## src/rtl/ram_port_arbiter_pkg.sv

```systemverilog
// ---------------------------------------------------------------------------
// ram_port_arbiter_pkg
// Shared definitions for the RAM port arbiter: arbiter state encoding,
// master id constants and the RAM address width.
// ---------------------------------------------------------------------------
package ram_port_arbiter_pkg;

  typedef enum logic {
    ST_IDLE = 1'b0,
    ST_LOCK = 1'b1
  } arb_state_t;

  localparam logic MID_IBUS = 1'b0;
  localparam logic MID_DBUS = 1'b1;

  localparam int RAM_AW = 24;

endpackage

```

## src/rtl/ram_port_arbiter_select.sv

```systemverilog
// ---------------------------------------------------------------------------
// ram_arb_select
// Combinational grant selection used while the arbiter holds no lock.
//
// Ports:
//   req0, req1   : request from ibus (m0) and dbus (m1)
//   last_id      : id of the master that completed most recently
//   consec_cnt   : consecutive dbus completions while ibus was waiting
//   grant_valid  : some master is granted
//   grant_id     : id of the granted master
// Parameters:
//   RR_MODE      : 0 = fixed priority (dbus first), 1 = round-robin
//   MAX_CONSEC   : dbus win limit while ibus waits (fixed mode only)
// ---------------------------------------------------------------------------
module ram_arb_select
  import ram_port_arbiter_pkg::*;
#(
  parameter int RR_MODE    = 0,
  parameter int MAX_CONSEC = 4
) (
  input  logic       req0,
  input  logic       req1,
  input  logic       last_id,
  input  logic [3:0] consec_cnt,
  output logic       grant_valid,
  output logic       grant_id
);

  localparam logic [3:0] MAX_C = 4'(MAX_CONSEC);

  // With both masters requesting, round-robin hands the port to whoever did
  // not complete last; fixed mode favours dbus until ibus has been passed
  // over MAX_CONSEC times in a row.
  always_comb begin
    grant_valid = 1'b0;
    grant_id    = MID_IBUS;
    if (req0 && req1) begin
      grant_valid = 1'b1;
      if (RR_MODE != 0) begin
        grant_id = ~last_id;
      end else if (consec_cnt == MAX_C) begin
        grant_id = MID_IBUS;
      end else begin
        grant_id = MID_DBUS;
      end
    end else if (req0) begin
      grant_valid = 1'b1;
      grant_id    = MID_IBUS;
    end else if (req1) begin
      grant_valid = 1'b1;
      grant_id    = MID_DBUS;
    end
  end

endmodule

```

## src/rtl/ram_port_arbiter.sv

```systemverilog
// ---------------------------------------------------------------------------
// ram_port_arbiter
// Shares the single RAM slave port between the CPU instruction-fetch master
// (ibus, m0) and the data master (dbus, m1). Grants are combinational in the
// request cycle, held across RAM stall cycles, and ibus starvation is bounded.
//
// Ports:
//   clk, rst_n                  : clock, asynchronous active-low reset
//   m0_* / m1_*                 : ibus / dbus master ports (address, byte
//                                 enables, read, write, write data in;
//                                 read data, stall out)
//   ram_address, ram_data_enable,
//   ram_data_i, ram_rd, ram_wr  : request forwarded from the granted master
//   ram_data_o, ram_stall       : RAM read data and stall
// ---------------------------------------------------------------------------
module ram_port_arbiter
  import ram_port_arbiter_pkg::*;
#(
  parameter int RR_MODE    = 0,
  parameter int MAX_CONSEC = 4
) (
  input  logic              clk,
  input  logic              rst_n,
  input  logic [31:0]       m0_address,
  input  logic [3:0]        m0_byteenable,
  input  logic              m0_read,
  input  logic              m0_write,
  input  logic [31:0]       m0_wrdata,
  output logic [31:0]       m0_rddata,
  output logic              m0_stall,
  input  logic [31:0]       m1_address,
  input  logic [3:0]        m1_byteenable,
  input  logic              m1_read,
  input  logic              m1_write,
  input  logic [31:0]       m1_wrdata,
  output logic [31:0]       m1_rddata,
  output logic              m1_stall,
  output logic [RAM_AW-1:0] ram_address,
  output logic [3:0]        ram_data_enable,
  output logic [31:0]       ram_data_i,
  output logic              ram_rd,
  output logic              ram_wr,
  input  logic [31:0]       ram_data_o,
  input  logic              ram_stall
);

  localparam logic [3:0] MAX_C = 4'(MAX_CONSEC);

  arb_state_t state, state_nxt;
  logic       lock_id, lock_id_nxt;
  logic       last_id;
  logic [3:0] consec_cnt;

  logic       req0, req1;
  logic       sel_valid, sel_id;
  logic       grant_valid, grant_id;
  logic       grant_req;
  logic       complete;
  logic       grant0, grant1;

  // The RAM only decodes the low address bits.
  logic       unused_addr_hi;
  assign unused_addr_hi = ^{m0_address[31:RAM_AW], m1_address[31:RAM_AW]};

  assign req0 = m0_read | m0_write;
  assign req1 = m1_read | m1_write;

  ram_arb_select #(
    .RR_MODE    (RR_MODE),
    .MAX_CONSEC (MAX_CONSEC)
  ) u_select (
    .req0        (req0),
    .req1        (req1),
    .last_id     (last_id),
    .consec_cnt  (consec_cnt),
    .grant_valid (sel_valid),
    .grant_id    (sel_id)
  );

  // A held lock overrides fresh arbitration so a stalled access keeps the port.
  always_comb begin
    grant_valid = sel_valid;
    grant_id    = sel_id;
    if (state == ST_LOCK) begin
      grant_valid = 1'b1;
      grant_id    = lock_id;
    end
  end

  assign grant_req = (grant_id == MID_DBUS) ? req1 : req0;
  assign complete  = grant_valid & grant_req & ~ram_stall;
  assign grant0    = grant_valid & (grant_id == MID_IBUS);
  assign grant1    = grant_valid & (grant_id == MID_DBUS);

  // Lock on a stalled access; release on completion or when the locked
  // master abandons its request.
  always_comb begin
    state_nxt   = state;
    lock_id_nxt = lock_id;
    case (state)
      ST_IDLE: begin
        if (grant_valid && grant_req && ram_stall) begin
          state_nxt   = ST_LOCK;
          lock_id_nxt = grant_id;
        end
      end
      ST_LOCK: begin
        if (!grant_req || !ram_stall) begin
          state_nxt = ST_IDLE;
        end
      end
      default: state_nxt = ST_IDLE;
    endcase
  end

  always_ff @(posedge clk or negedge rst_n) begin
    if (!rst_n) begin
      state   <= ST_IDLE;
      lock_id <= MID_IBUS;
    end else begin
      state   <= state_nxt;
      lock_id <= lock_id_nxt;
    end
  end

  // consec_cnt only grows while ibus is actually waiting behind dbus; any
  // ibus completion or an uncontested dbus completion starts it over.
  always_ff @(posedge clk or negedge rst_n) begin
    if (!rst_n) begin
      last_id    <= MID_IBUS;
      consec_cnt <= 4'd0;
    end else if (complete) begin
      last_id <= grant_id;
      if (grant_id == MID_DBUS && req0) begin
        if (consec_cnt != MAX_C) begin
          consec_cnt <= consec_cnt + 4'd1;
        end
      end else begin
        consec_cnt <= 4'd0;
      end
    end
  end

  // Datapath: RAM side follows the granted master; a waiting loser sees stall.
  always_comb begin
    ram_address     = '0;
    ram_data_enable = '0;
    ram_data_i      = '0;
    ram_rd          = 1'b0;
    ram_wr          = 1'b0;
    m0_rddata       = '0;
    m1_rddata       = '0;
    m0_stall        = req0;
    m1_stall        = req1;
    if (grant0) begin
      ram_address     = m0_address[RAM_AW-1:0];
      ram_data_enable = m0_byteenable;
      ram_data_i      = m0_wrdata;
      ram_rd          = m0_read;
      ram_wr          = m0_write;
      m0_rddata       = ram_data_o;
      m0_stall        = ram_stall;
    end else if (grant1) begin
      ram_address     = m1_address[RAM_AW-1:0];
      ram_data_enable = m1_byteenable;
      ram_data_i      = m1_wrdata;
      ram_rd          = m1_read;
      ram_wr          = m1_write;
      m1_rddata       = ram_data_o;
      m1_stall        = ram_stall;
    end
  end

endmodule

```

## config.mk

```make
export PLATFORM = sky130hd
export DESIGN_NAME = ram_port_arbiter
export DESIGN_NICKNAME = d
export VERILOG_FILES = /design/src/rtl/ram_port_arbiter_pkg.sv /design/src/rtl/ram_port_arbiter_select.sv /design/src/rtl/ram_port_arbiter.sv
export SDC_FILE = /design/constraint.sdc
export NUM_CORES = 1
export LEC_CHECK = 0
export CAP_MARGIN = 20
export CORE_AREA = 2 2 117 119
export DETAILED_ROUTE_END_ITERATION = 8
export DIE_AREA = 0 0 119 121
export GPL_ROUTABILITY_DRIVEN = 0
export PLACE_DENSITY_LB_ADDON = 0.12
export SLEW_MARGIN = 20
export SYNTH_ARGS = -nofsm -noshare
export SYNTH_HDL_FRONTEND = slang
export SYNTH_SLANG_ARGS = --single-unit
```

## constraint.sdc

```tcl
create_clock -name clk -period 1.81 [get_ports clk]
set_input_delay 0.362 -clock clk [delete_from_list [all_inputs] [get_ports clk]]
set_output_delay 0.362 -clock clk [all_outputs]
set_load 0.005 [all_outputs]
```

### Yosys cells after proc, flatten, opt, wreduce, memory -nomap -nowiden

Cells that the tools add are included.

| word-level totals | value |
|---|---|
| bits in registers | 6 |
| latch bits | 0 |
| memory bits (writable) | 0 |
| memory bits (read-only) | 0 |
| word-level logic and storage cells | 55 |
| memories kept | 0 |

| operators by class | value |
|---|---|
| $add $sub $neg | 1 |
| multipliers | 0 |
| divide/modulo/power cells | 0 |
| $lt $le $gt $ge | 0 |
| eq/ne operators | 3 |
| shift operators | 0 |
| muxes and demuxes | 30 |
| bitwise operators | 9 |
| reductions and logical operators | 9 |

Operators by type and width:

| cell | count |
|---|---|
| 32-bit two-way mux | 5 |
| 24-bit two-way mux | 2 |
| 1-bit two-way mux | 18 |
| 4-bit two-way mux | 4 |
| 4-bit by 1-bit adder with 4-bit output, second input constant | 1 |
| 1-bit AND | 4 |
| 4-bit by 3-bit equality test with 1-bit output, second input constant | 1 |
| 1-bit logical AND | 4 |
| 4-bit by 3-bit != test with 1-bit output, second input constant | 1 |
| 2-bit AND reduction | 2 |
| 1-bit NOT | 3 |
| 1-bit zero test | 2 |
| 2-bit by 1-bit != test with 1-bit output, second input constant | 1 |
| 1-bit OR | 2 |
| 1-bit case mux with 2 select lines | 1 |
| 1-bit logical OR | 1 |

### Longest topological paths before layout

Gate-level depths: netlist of run 1.

| depth | value |
|---|---|
| word-level depth | 10 |
| mapped depth | 9 |
| gate-level depth less buffers | 7 |

### Cells and area by module

From an unflattened synthesis of run 1, not the netlist that was laid out.

| second synthesis, totals | value |
|---|---|
| cell total of the unflattened synthesis | 203 |
| area, all modules | 1541.5 um2 |

By module, submodules not included:

| module | times used | cells an instance | area an instance (um2) | seq. area each (um2) |
|---|---|---|---|---|
| ram_port_arbiter | 1 | 200 | 1512.7 | 175.2 |
| ram_arb_select | 1 | 3 | 28.8 | 0.0 |

### Least setup slack after synthesis of run 1

OpenSTA, ideal clock, no wires.

| path | value |
|---|---|
| path type | register to output |
| from | reg consec_cnt[0] |
| to | out ram_address[0] |
| data arrival time | 1591 ps |
| path slack | -143 ps |
| cell stages (with the launch flop) | 9 |
| path through | dfrtp_1 inv_1 ha_1 nand3b_1 o311a_1 buf_2 buf_6 buf_2 a22o_1 |

| on the way | value |
|---|---|
| cells in the longest elaborated chain, start to end | 7 |
| elaborated cells between the ends (all ways) | 9 |
| those cells by class | eq/ne: 1; mux: 5; bitwise: 3 |

Ends and longest elaborated chain:

| what | line | text |
|---|---|---|
| from (decl) | ram_port_arbiter.sv:52 | `logic [3:0] consec_cnt;` |
| from (signal assigned) | ram_port_arbiter.sv:136 | `consec_cnt <= consec_cnt + 4'd1;` |
| 4-bit by 3-bit equality test with 1-bit output * | ram_port_arbiter_select.sv:41 | `end else if (consec_cnt == MAX_C) begin` |
| 1-bit two-way mux * | ram_port_arbiter_select.sv:41 |  |
| 1-bit two-way mux * | ram_port_arbiter_select.sv:37 | `if (req0 && req1) begin` |
| 1-bit two-way mux * | ram_port_arbiter.sv:84 | `if (state == ST_LOCK) begin` |
| 1-bit AND or 1-bit NOT (tied branches) | ram_port_arbiter.sv:93, ram_port_arbiter.sv:92 |  |
| 24-bit two-way mux or 1-bit AND (tied branches) | ram_port_arbiter.sv:163, ram_port_arbiter.sv:92 |  |
| 24-bit two-way mux * | ram_port_arbiter.sv:155 | `if (grant0) begin` |
| to (decl) | ram_port_arbiter.sv:38 | `output logic [RAM_AW-1:0] ram_address,` |

Mark *: on every way between the ends. The rest lies on a longest branch, timed or not.

### Worst setup path after layout of run 1

| path | value |
|---|---|
| from | reg consec_cnt[0] |
| to | out ram_data_i[13] |

| on the way | value |
|---|---|
| cells in the longest elaborated chain, start to end | 7 |
| elaborated cells between the ends (all ways) | 9 |
| those cells by class | eq/ne: 1; mux: 5; bitwise: 3 |

Ends and longest elaborated chain:

| what | line | text |
|---|---|---|
| 4-bit by 3-bit equality test with 1-bit output * | ram_port_arbiter_select.sv:41 |  |
| 1-bit two-way mux * | ram_port_arbiter_select.sv:41 |  |
| 1-bit two-way mux * | ram_port_arbiter_select.sv:37 |  |
| 1-bit two-way mux * | ram_port_arbiter.sv:84 |  |
| 1-bit AND or 1-bit NOT (tied branches) | ram_port_arbiter.sv:93, ram_port_arbiter.sv:92 |  |
| 32-bit two-way mux or 1-bit AND (tied branches) | ram_port_arbiter.sv:163, ram_port_arbiter.sv:92 |  |
| 32-bit two-way mux * | ram_port_arbiter.sv:155 |  |
| to (decl) | ram_port_arbiter.sv:40 | `output logic [31:0] ram_data_i,` |

Marked as above.

==> summary.txt, run 1 <==
Status
  • Status: finished with violations
  • Failing checks: setup timing

Synth
  • Syn Std Cell Area: 0.001453 mm^2
  • Asr flop ratio synth: 100.0%
  • Flop and latch count out of synthesis: 6
  • Synth Area in Compound Gates: 44.53%
  • Post-synthesis average cell area: 7.605 um^2
  • Commonest cells in the netlist: 64 x a22o_1, 64 x and2_1, 12 x buf_2
  • Post-synthesis mux area share: 0.7752%
  • Synth warn: 0
  • Syn Inst Count: 191
  • Synth top area cells: a22o_1 39%, and2_1 28%, dfrtp_1 10%
  • Yosys top cell area share: 38.59%
  • Most used DFF post-synth: dfrtp_1
  • Adder-Cell Fraction of Synth Area: 1.723%
  • Post-synth EDFFs: 0
  • Cell variety after synth: 32
  • XOR/XNOR Fraction of Synth Area: 0%
  • Syn nets: 368
  • Synth area leader: a22o_1
  • Post-Synth Simple-Gate Area: 34.11%
  • Largest family of logic cells by synthesized area: compound AO/OA/AOI/OAI gates
  • Post-synthesis sequential area ratio: 10.34%

Run
  • Max Cap Viol: 0

Critical path
  • R2r startpoint: consec_cnt[0]$_DFFE_PN0P_
  • CP cell instances: inv_2 > ha_4 > nand3b_1 > a21o_1 > o21ai_4 > buf_12 > buf_12 > buf_16 > buf_8 > buf_8 > a22o_1 > buf_2
  • CP startpoint: consec_cnt[0]$_DFFE_PN0P_
  • Worst EP required: 1450 ps
  • Slowest stage delay, CP: 370 ps
  • End of the critical path: ram_data_i[13]
  • R2R Path End: consec_cnt[3]$_DFFE_PN0P_
  • Max FO, Critical Path: 5
  • Critical path type: register to output pin
  • Reg2Reg Depth: 12
  • CP Launch Type: register
  • Setup crit end kind: output pin
  • Worst path slowest cell: dfrtp_1
  • Critical Path AT: 2230 ps
  • Reg2reg setup slack: -420 ps

Final layout
  • Area added between synthesis and finish: 298.2%
  • Fin util: 44.21%
  • Fillers: 1259
  • Inserted Diodes: 0
  • Area of the multi-input gates: 0.001391 mm^2
  • Post-route insts no fill: 740
  • Layout Nets: 743
  • Reg area: 150.1 um^2
  • Layout cells sized above 1: 53.55%

Timing
  • Worst Clk Skew: 0.9276 ps
  • Slew headroom: 79.58%
  • Final worst setup slack: -780.9 ps
  • Worst-Margin Slew: 305.3 ps
  • Peak Freq: 0.3860 GHz
  • Slew Limit Fails: 0
  • WHS: 390.9 ps
  • Min Tclk post-route: 2591 ps
  • Fin. Hold Viols: 0
  • # setup viols final: 132
  • Period utilization: 143.1%
  • Setup TNS: -81530 ps
  • Unrepaired setup endpoints after global routing: yes

Clock tree
  • CTS root buf: clkbuf_16
  • CTS clk-pin slew, worst paths: 30 ps
  • Clock sink count: 6
  • Num CTS Buffers: 3
  • Clock latency on the worst-skew pair: 230 ps
  • CTS tree: built
  • H-tree levels: 1
  • Clock tree buffer depth: 2

Power
  • Power per cell area: 751.6 mW/mm^2
  • Leak: 2.802 nW
  • VDD IR max: 0.6252 mV

GRT
  • Vias in the first global route: 2998
  • GR Util met3: 4.276%
  • Gr busiest metal: met2
  • Global routing usage on met2: 32.04%
  • Grt met1 use: 19.16%
  • Grt total ovfl: 0
  • Antenna violations before repair: 0
  • Largest net degree at the start of global routing: 21
  • First-pass GRT wire length: 18.60 mm
  • All-layer global routing usage: 16.70%

Detailed routing
  • DR pass1 iterations: 4
  • Detail Route Antenna Nets: 0
  • Vias: 3074
  • Routed wire length: 13.57 mm
  • Vias/cell: 4.154
  • Post-route DRC violation count: 0
  • Detailed router's first-iteration violation count: 79
  • Avg WL per Cell: 18.34 um

Placed design
  • DP Cell Count: 653
  • Post-detail-place hpwl: 8.451 mm
  • Port-buffer cells: 286

Floorplan
  • Die Ht: 121 um
  • Die footprint: 0.01440 mm^2
  • Initial cell density of the core: 11.10%
  • Num ports: 303
  • Row count: 42
  • Die Span X: 119 um
  • Core area: 0.01309 mm^2

Worst hold path
  • Hold WC Path Type: input port to asynchronous set/reset pin
final cells by class:
class	count	share of cell area [%]
multi-input combinational	161	24.05
inverter	3	0.1947
clock buffer	3	1.298
tap	176	3.807
timing repair buffer	391	68.05
sequential	6	2.596
per-stage QoR:
step,total power (W),cell area [um^2],setup WS (ps)
2_1_floorplan,0.001122,1503,-127.4
5_1_grt,0.004605,5784,-886.6
3_3_place_gp,0.002719,4639,-1052
3_5_place_dp,0.002711,4639,-1069
4_1_cts,0.003933,5365,-934.2
6_report,0.004348,5784,-780.9
cells in the final DEF, fill, tap and decap left out, types with 2 or more instances in the layout:
cell / count
buf_12: 12
buf_6: 89
clkbuf_2: 14
a22o_1: 62
nor2_1: 2
dlygate4sd2_1: 4
nand2b_1: 2
inv_2: 2
and2_1: 13
nor2_2: 2
buf_16: 8
buf_4: 29
clkbuf_16: 8
a22o_4: 2
buf_8: 8
clkdlybuf4s50_1: 154
clkdlybuf4s15_2: 3
and2_4: 51
nand2_1: 2
buf_2: 64
dfrtp_1: 6
layer usage:
layer,part of all wire [%],up-vias,wire (um)
li1,-,1470,-
met1,39,1460,5245
met2,54,140,7344
met3,7.1,4,960
met4,0.15,0,20
met5,0,-,0
report_power, final:
part / switching, W / total (W) / internal (W) / leakage, nW
Combinational: 0.00131 / 0.00380 / 0.00248 / 2.69
Sequential: 0.0000220 / 0.000192 / 0.000170 / 0.0752
Clock: 0.0000757 / 0.000359 / 0.000284 / 0.0370
kinds of logic (layout without fill, tap and decap cells):
| group | count (synthesis) | after routing |
|---|---|---|
| simple gates | 83 | 83 |
| compound gates | 75 | 75 |
| buf+inv | 24 | 397 |
| flops | 6 | 6 |
| fa+ha+maj | 2 | 2 |
| mux | 1 | 1 |
state kept, by name (all words and copies together), names as in the netlist:
name,count
consec_cnt,4
lock_id,1
state,1
how the worst min path moves through the flow:
stage / cells after the start / start / end / slack [ps]
after global routing: 1 / rst_n / consec_cnt[2]$_DFFE_PN0P_ / 410
after global placement: 1 / consec_cnt[3]$_DFFE_PN0P_ / consec_cnt[3]$_DFFE_PN0P_ / 460
after detailed placement: 1 / consec_cnt[3]$_DFFE_PN0P_ / consec_cnt[3]$_DFFE_PN0P_ / 470
final: 1 / rst_n / consec_cnt[1]$_DFFE_PN0P_ / 390
after CTS: 1 / rst_n / consec_cnt[2]$_DFFE_PN0P_ / 400
after floorplan: 0 / rst_n / consec_cnt[0]$_DFFE_PN0P_ / 70
what timing repair did:
| item | CTS | global route |
|---|---|---|
| resized for setup | 463 | 205 |
| setup buffers | 41 | 31 |
| pin swaps | 28 | 57 |
| endpoints found under the setup margin | 132 | 132 |
| cloned | 14 | 7 |
| hold buffers | 0 | 0 |
critical path: cells and delay by family, from the launching register on:
| kind | cells | cell delay, ps |
|---|---|---|
| compound gates | 3 | 600 |
| buf+inv | 7 | 750 |
| simple gates | 1 | 140 |
| flops | 1 | 370 |
| fa+ha+maj | 1 | 130 |
(Power assumes the default switching activity.)
==> run 2, diff against run 1 <==
--- a/config.mk
+++ b/config.mk
@@ -11,7 +11,6 @@
 export DIE_AREA = 0 0 119 121
 export GPL_ROUTABILITY_DRIVEN = 0
 export PLACE_DENSITY_LB_ADDON = 0.12
-export SLEW_MARGIN = 20
 export SYNTH_ARGS = -nofsm -noshare
 export SYNTH_HDL_FRONTEND = slang
 export SYNTH_SLANG_ARGS = --single-unit
==> results of run 2 <==
No change in the layout: final DEF, timing and power equal those of run 1.
==> run 3, diff against run 2 <==
--- a/config.mk
+++ b/config.mk
@@ -5,12 +5,11 @@
 export SDC_FILE = /design/constraint.sdc
 export NUM_CORES = 1
 export LEC_CHECK = 0
-export CAP_MARGIN = 20
 export CORE_AREA = 2 2 117 119
 export DETAILED_ROUTE_END_ITERATION = 8
 export DIE_AREA = 0 0 119 121
 export GPL_ROUTABILITY_DRIVEN = 0
-export PLACE_DENSITY_LB_ADDON = 0.12
 export SYNTH_ARGS = -nofsm -noshare
 export SYNTH_HDL_FRONTEND = slang
+export SYNTH_HIERARCHICAL = 1
 export SYNTH_SLANG_ARGS = --single-unit
==> summary.txt, run 3 <==
Critical path
  • Worst path slowest cell: dfrtp_1
  • Reg2reg setup slack: -370 ps
  • CP cell instances: nor4b_4 > a21boi_4 > a22o_4 > buf_12 > buf_4 > clkbuf_16 > and2_1 > clkdlybuf4s15_2
  • Slowest stage delay, CP: 410 ps
  • CP Launch Type: register
  • Reg2Reg Depth: 9
  • R2R Path End: consec_cnt[3]$_DFFE_PN0P_
  • Setup crit end kind: output pin
  • Critical path type: register to output pin
  • Critical Path AT: 2160 ps
  • Worst EP required: 1450 ps
  • Max FO, Critical Path: 5
  • Worst path bufs/invs: 4
  • R2r startpoint: consec_cnt[1]$_DFFE_PN0P_
  • Crit path max-delay family: buffers and inverters

Final layout
  • Reg area: 150.1 um^2
  • Fin util: 42.26%
  • Largest registers: consec_cnt (4), lock_id (1), state (1)
  • Inserted Diodes: 0
  • Fillers: 1300
  • Largest register FFs: 4
  • Layout cells sized above 1: 52.54%
  • Most common cell after layout, fill and taps aside: clkdlybuf4s50_1
  • Layout Nets: 731
  • Area added between synthesis and finish: 268.6%
  • Area of the multi-input gates: 0.001483 mm^2
  • Post-route insts no fill: 728
  • Register name with the most flops: consec_cnt
  • Most frequent cells in the layout: 154 x clkdlybuf4s50_1, 67 x buf_6, 61 x a22o_1, 56 x buf_2, 41 x and2_4

Floorplan
  • Core area: 0.01309 mm^2
  • Die Span X: 119 um
  • Row count: 42
  • Initial cell density of the core: 11.46%
  • Die footprint: 0.01440 mm^2
  • Num ports: 303
  • Die Ht: 121 um

Synth
  • Post-synthesis average cell area: 7.577 um^2
  • Syn nets: 375
  • Syn Inst Count: 198
  • Syn Std Cell Area: 0.001500 mm^2
  • Synth warn: 6

Timing
  • Unrepaired setup endpoints after global routing: yes
  • Slew Limit Fails: 0
  • Final worst setup slack: -708.0 ps
  • Period utilization: 139.1%
  • Slew headroom: 76.11%
  • WHS: 402.8 ps
  • Worst Clk Skew: 1.764 ps
  • Peak Freq: 0.3971 GHz
  • Worst-Margin Slew: 357.2 ps
  • # setup viols final: 134
  • Min Tclk post-route: 2518 ps
  • Fin. Hold Viols: 0

Detailed routing
  • Avg WL per Cell: 19.07 um
  • Vias: 3050
  • Post-route DRC violation count: 0
  • Detail Route Antenna Nets: 0
  • Detailed router's first-iteration violation count: 92
  • Routed wire length: 13.88 mm
  • Vias/cell: 4.190
  • DR pass1 iterations: 4

Worst hold path
  • Hold WC Path Type: input port to asynchronous set/reset pin

GRT
  • First-pass GRT wire length: 16.80 mm
  • Grt total ovfl: 0
  • Vias in the first global route: 2740
  • Largest net degree at the start of global routing: 43
  • Antenna violations before repair: 0
  • All-layer global routing usage: 15.00%

Placed design
  • DP Worst Slack: -1285 ps
  • Post-detail-place hpwl: 8.786 mm
  • DP Cell Count: 660
  • Port-buffer cells: 286

Clock tree
  • CTS tree: built
  • Clock latency on the worst-skew pair: 230 ps
  • CTS root buf: clkbuf_16
  • Num CTS Buffers: 3
  • Clock sink count: 6
  • Clock tree buffer depth: 2
  • CTS clk-pin slew, worst paths: 30 ps
  • H-tree levels: 1

Status
  • Failing checks: setup timing
  • Status: finished with violations

Run
  • Max Cap Viol: 0

Power
  • VDD IR max: 0.3309 mV
  • Leak: 2.670 nW
  • Power per cell area: 1026 mW/mm^2
-- run 3: through the flow --
stage          setup TNS (ps)  total power (W)  instance area [um^2]
6_report               -71390         0.005677                  5530
5_1_grt                -78420         0.006005                  5530
4_1_cts                -85450         0.004742                  5100
3_5_place_dp          -155660         0.003861                  4750
3_3_place_gp          -150210         0.003833                  4750
2_1_floorplan          -11830         0.001696                  1618
-- run 3: cell type report --
cell class,count,share of cell area (%)
clock buffers,3,1.357
repair buffers,373,64.66
multi-input cells,163,26.81
well taps,176,3.982
inverters,7,0.4751
flip-flops and latches,6,2.715
-- run 3: worst reg2reg max path: stages (launching register included) --
cell and delay [ps]:
dfrtp_1 410, nor4b_4 330, a21boi_4 120, buf_4 150, buf_6 130, mux2_2 270
o21ai_2 80, and2b_2 240, o31ai_2 220, o31ai_2 100
-- run 3: how the worst max path moves through the flow --
stage                              start               to  slack, ps  cells after the start
5_1_grt        consec_cnt[1]$_DFFE_PN0P_    ram_data_i[8]       -750                      9
6_report       consec_cnt[1]$_DFFE_PN0P_    m1_rddata[23]       -710                      8
2_1_floorplan                   m0_write   ram_address[0]       -210                      9
4_1_cts        consec_cnt[3]$_DFFE_PN0P_  ram_address[10]       -840                      6
3_3_place_gp                    m0_write   ram_data_i[20]      -1250                      9
3_5_place_dp                    m0_write  ram_address[10]      -1290                      9
-- run 3: power breakdown --
part / internal, W / total [W] / switching [W]
sequential: 0.000177 / 0.000241 / 0.0000642
combinational: 0.00315 / 0.00508 / 0.00193
clock: 0.000284 / 0.000359 / 0.0000754
-- run 3: repair_timing --
action                     4_1_cts  5_1_grt
gates cloned                     7       10
setup buffers                   21       37
hold buffers                     0        0
pin swaps                        9       45
setup endpoints to repair      134      134
resized for setup              269      319
-- run 3: per-layer routing --
metal | share of wire [%] | vias to the layer above | wire, um | GRT usage, %
li1 | - | 1444 | - | -
met1 | 40 | 1451 | 5527 | 18.73
met2 | 52 | 145 | 7265 | 26.94
met3 | 6.6 | 10 | 913 | 2.820
met4 | 1.2 | 0 | 173 | 2.827
met5 | 0 | - | 0 | 0
